[config.mk]
export PLATFORM = sky130hd
export DESIGN_NAME = rom32
export DESIGN_NICKNAME = d
export VERILOG_FILES = /design/src/rtl/rom32.sv
export SDC_FILE = /design/constraint.sdc
export NUM_CORES = 1
export LEC_CHECK = 0
export ABC_AREA = 1
export CAP_MARGIN = 20
export CORE_UTILIZATION = 33
export CTS_CLUSTER_SIZE = 28
export DETAILED_ROUTE_END_ITERATION = 12
export HOLD_SLACK_MARGIN = 0.15
export PLACE_DENSITY = 0.79
export RECOVER_POWER = 25
export SYNTH_ARGS = -nofsm -noshare
export SYNTH_HDL_FRONTEND = slang
export SYNTH_SLANG_ARGS = --single-unit
[constraint.sdc]
create_clock -name clk -period 1.35 [get_ports clk]
set_input_delay 0.27 -clock clk [delete_from_list [all_inputs] [get_ports clk]]
set_output_delay 0.27 -clock clk [all_outputs]
set_load 0.05 [all_outputs]
[src/rtl/rom32.sv]
// rom32: 32-bit read-only program memory.
// Registered read, one-cycle latency, out-of-range reads give zero.
module rom32 #(
   parameter int DEPTH = 64,
   parameter int AW    = 32
) (
   input  logic [AW-1:0] addr,
   input  logic          enable,
   input  logic          clk,
   output logic [31:0]   out,
   input  logic          rst
);

   localparam int LW = $clog2(DEPTH);

   logic [AW-1:0] w_addr_w;
   logic [LW-1:0] w_idx;
   logic          w_oor;
   logic [31:0]   w_rdata;
   logic [31:0]   r_out;

   function automatic logic [31:0] f_rom(input logic [LW-1:0] i);
      logic [31:0] v;
      v = 32'h0000_0000;
      case (int'(i))
         0: v = 32'h2008_0005;
         1: v = 32'h2009_000A;
         2: v = 32'h0109_5020;
         3: v = 32'hAC0A_0000;
         4: v = 32'h8C0B_0000;
         5: v = 32'h116A_0001;
         6: v = 32'h0000_0000;
         7: v = 32'h0800_0000;
         default: v = 32'h0000_0000;
      endcase
      return v;
   endfunction

   // Word address; byte-offset bits drop out here.
   assign w_addr_w = addr >> 2;
   assign w_idx    = w_addr_w[LW-1:0];
   // Any set bit above the index means past the end: no wrap.
   assign w_oor    = |(w_addr_w >> LW);

   // Table lookup, forced to zero out of range.
   always_comb begin
      w_rdata = 32'h0000_0000;
      if (!w_oor) begin
         w_rdata = f_rom(w_idx);
      end
   end

   // Output register: reset wins, otherwise load on enable, else hold.
   always_ff @(posedge clk) begin
      if (rst) begin
         r_out <= 32'h0000_0000;
      end else if (enable) begin
         r_out <= w_rdata;
      end
   end

   assign out = r_out;

endmodule

==> summary.md <==
| Metric | Value |
|---|---|
| Run status | `completed` |
| Met3 global-route usage | `4.802%` |
| Setup Fix Bufs, Post-CTS | `0` |
| Arrival time at the worst endpoint | `slightly below 1 ns` |
| Final nets | `220` |
| Internal power of the cells | `0.5690 mW` |
| Clock H-tree levels | `1` |
| Antenna diode instance count | `0` |
| Synthesized-area fraction occupied by and/or/nand/nor cells | `between 20% and 30%` |
| Maximum buffer depth of the clock tree | `2` |
| Area share of fa/ha/maj cells after synthesis | `under 10%` |
| Final Power | `around 0.86 mW` |
| Final wirelength | `around 2300 um` |
| Fraction of power consumed by sequential logic | `a little over two fifths` |
| Count of buffers inserted at the top-level ports | `50` |
| Xor/xnor share of the synthesized area | `0%` |
| Antenna violations before repair | `0` |
| Required time at the worst-slack endpoint | `roughly 1.1 ns` |
| Ranking of synthesized cells by area | `dfxtp_1 (27%), buf_4 (18%), nand2_1 (9.0%), nor2_1 (9.0%), a21oi_1 (8.0%)` |
| Number of top-level pins | `67` |
| Pwr/cell area | `551.1 mW/mm2` |
| Switching Fraction | `33.77%` |
| First-pass GRT wire length | `around 3300 um` |
| Count of placed standard cells in the final layout, fillers left out | `about 210` |
| Half-perimeter wire length of the detailed placement result | `roughly 1800 um` |
| Biggest fanout along the worst timing path | `4` |
| Final Hold Vio Count | `0` |
| Largest net degree at the start of global routing | `12` |
| Final setup violation count | `0` |
| Die Ht | `53.56 um` |
| Minimum clock period after layout | `1.244 ns` |
| Largest register FFs | `12` |
| Highest-count cells in the layout ignoring fill and taps | `nor2_1 (20), nand2_1 (20), dlymetal6s2s_1 (19)` |
| Per-cell routed wire length | `between 10 and 15 um` |
| Peak Freq | `roughly 0.80 GHz` |
| Static leakage power | `roughly 0.82 nW` |
| Die Area | `~0.0029 mm2` |
| Combinational cell fraction of total power | `~33%` |
| Multiplexer share of the synthesized area | `0%` |
| Hold Path Class | `input port to register` |
| Compound-cell area share of the yosys netlist | `around 11%` |
| Total number of yosys warnings | `0` |
| Combinational family with the most area after synthesis | `simple AND/OR/NAND/NOR gates` |
| Critical path buffer and inverter count | `1` |
| Number of placed instances, taps included | `about 200` |
| Tot GR Track Use | `between 10% and 20%` |
| Synth Cell Area | `slightly below 900 um2` |
| Setup crit end kind | `output port` |
| Initial Utilization | `35.09%` |
| Part of the power in the clock network | `25.7%` |
| Fill cell total of the finished layout | `a little over 200` |
| Cell taking the most area after synthesis | `dfxtp_1` |
| Vias in the first global route | `between 800 and 900` |
| Kind of critical path | `register to output port` |
| Crit-path cells | `buf_12` |
| Nature of the critical path startpoint | `register` |
| NetSw | `~0.29 mW` |
| Initial detailed-routing violation count | `14` |
| Post-synthesis cell count | `127` |
| Total grt overflow | `0` |
| TritonCTS clock tree | `built` |
| Gp weighted congestion | `between 0.9 and 1` |
| Top-area cell type share of the netlist area | `roughly 27%` |
| Category of cells accounting for the largest share of critical-path delay | `flip-flops` |
| Final Cycle Share | `between 90% and 100%` |
| Number of placement rows | `18` |
| CTS Buf Count | `3` |
| M1 GR Usage | `15.84%` |
| Buffer type at the clock tree root | `clkbuf_4` |
| Slowest cell on the critical path | `dfxtp_1` |
| Peak VDD IR | `~0.38 mV` |
| Number of synthesized register bits | `12` |
| Count of distinct cell types in the synthesized netlist | `19` |
| Clock tree skew after final layout | `0 ns` |
| Grt peak-use layer | `met2` |
| Antenna Nets Post-Route | `0` |
| Core Footprint | `0.002500 mm2` |
| Number of violations of the max-capacitance limit | `0` |
| Floorplan die width | `roughly 54 um` |
| Average footprint of a synthesized cell | `just under 7 um2` |
| Ratio of routed vias to standard cells | `about 4.7` |
| Insertion delay to the later sink of the worst-skew pair | `approximately 0.27 ns` |
| Total DRC errors in the routed layout | `0` |
| Count of vias placed by the detailed router | `just under 1,000` |
| Fraction of final layout cells sized beyond drive strength 1 | `27.53%` |
| Hold bufs inserted after CTS | `0` |
| Number of clock sinks seen by CTS | `12` |
| Met2 usage | `30.42%` |
| Post-CTS clock slew at the launch and capture registers of the worst setup and hold paths | `0.07 ns` |
| Unrepaired setup endpoints after global routing | `false` |
| Slowest cell delay on critical path | `between 0.5 and 0.6 ns` |
| Growth of design area from synthesis to finish | `77.75%` |
| Count of pins over their slew limit | `0` |
| Share of synthesized area occupied by flip-flops and latches | `27.39%` |
| DR pass1 iterations | `4` |
-- power groups by stage --
stage	combinational, mW	clock, mW	sequential, mW
final	0.281	0.221	0.358
after global placement	0.279	0	0.367
after CTS	0.287	0.227	0.359
after detailed placement	0.285	0	0.367
after floorplan	0.181	0	0.375
after global routing	0.300	0.243	0.358
-- final cells by class --
class	instances	area (um2)	area share, %
well taps	30	37.54	2.408
repair buffers	60	705.7	45.26
flip-flops and latches	12	240.2	15.41
clock buffers	3	22.52	1.445
inverters	9	33.78	2.167
multi-input cells	94	519.2	33.31
-- per-layer routing --
| layer | vias up | routed length [um] |
|---|---|---|
| li1 | 473 | - |
| met5 | - | 0 |
| met4 | 0 | 25 |
| met3 | 4 | 159 |
| met1 | 448 | 854 |
| met2 | 46 | 1285 |
-- synthesized netlist by cell type, drive strengths merged --
master	number
dfxtp	12
nor3	2
ha	5
nand2	21
inv	9
buf	24
nor2	22
o21ai	5
nand4	1
a21oi	14
dlygate4sd1	1
nand3	10
conb	1
-- stage by stage --
| stage | cell area, um2 | worst slack, ns | hold WS (ns) | TNS (ns) | util (%) |
|---|---|---|---|---|---|
| floorplan | 925.9 | 0.1469 | 0.4243 | 0 | - |
| global placement | 1518 | -0.2499 | 0.4926 | -2.182 | 60.71 |
| detailed placement | 1518 | -0.3055 | 0.4966 | -2.660 | 60.71 |
| CTS | 1540 | 0.02509 | 0.5069 | 0 | 61.61 |
| global route | 1559 | 0.006516 | 0.4079 | 0 | 62.36 |
| finish | 1559 | 0.1057 | 0.3877 | 0 | 62.36 |
-- cell families (layout without fill, tap and decap cells) --
logic type / count (synthesis) / count (layout)
compound gates: 19 / 19
other cells: 1 / 14
fa+ha+maj: 5 / 5
buf+inv: 34 / 72
flops: 12 / 12
simple gates: 56 / 56
-- final timing paths --
| kind | startpoint | to | slack, ns | cells after the start |
|---|---|---|---|---|
| max | out[28] | out[28] | 0.11 | 1 |
| min | enable | out[17] | 0.39 | 2 |
| max reg2reg | out[28] | out[28] | 0.55 | 2 |
| min reg2reg | out[24] | out[24] | 0.47 | 2 |
-- repair_timing --
action                                  4_1_cts  5_1_grt
endpoints found under the setup margin        2       12
gates cloned                                  0        1
pin swaps                                     0       20
resized for setup                             1       38
Note: power is estimated with default switching activity, not from simulation.
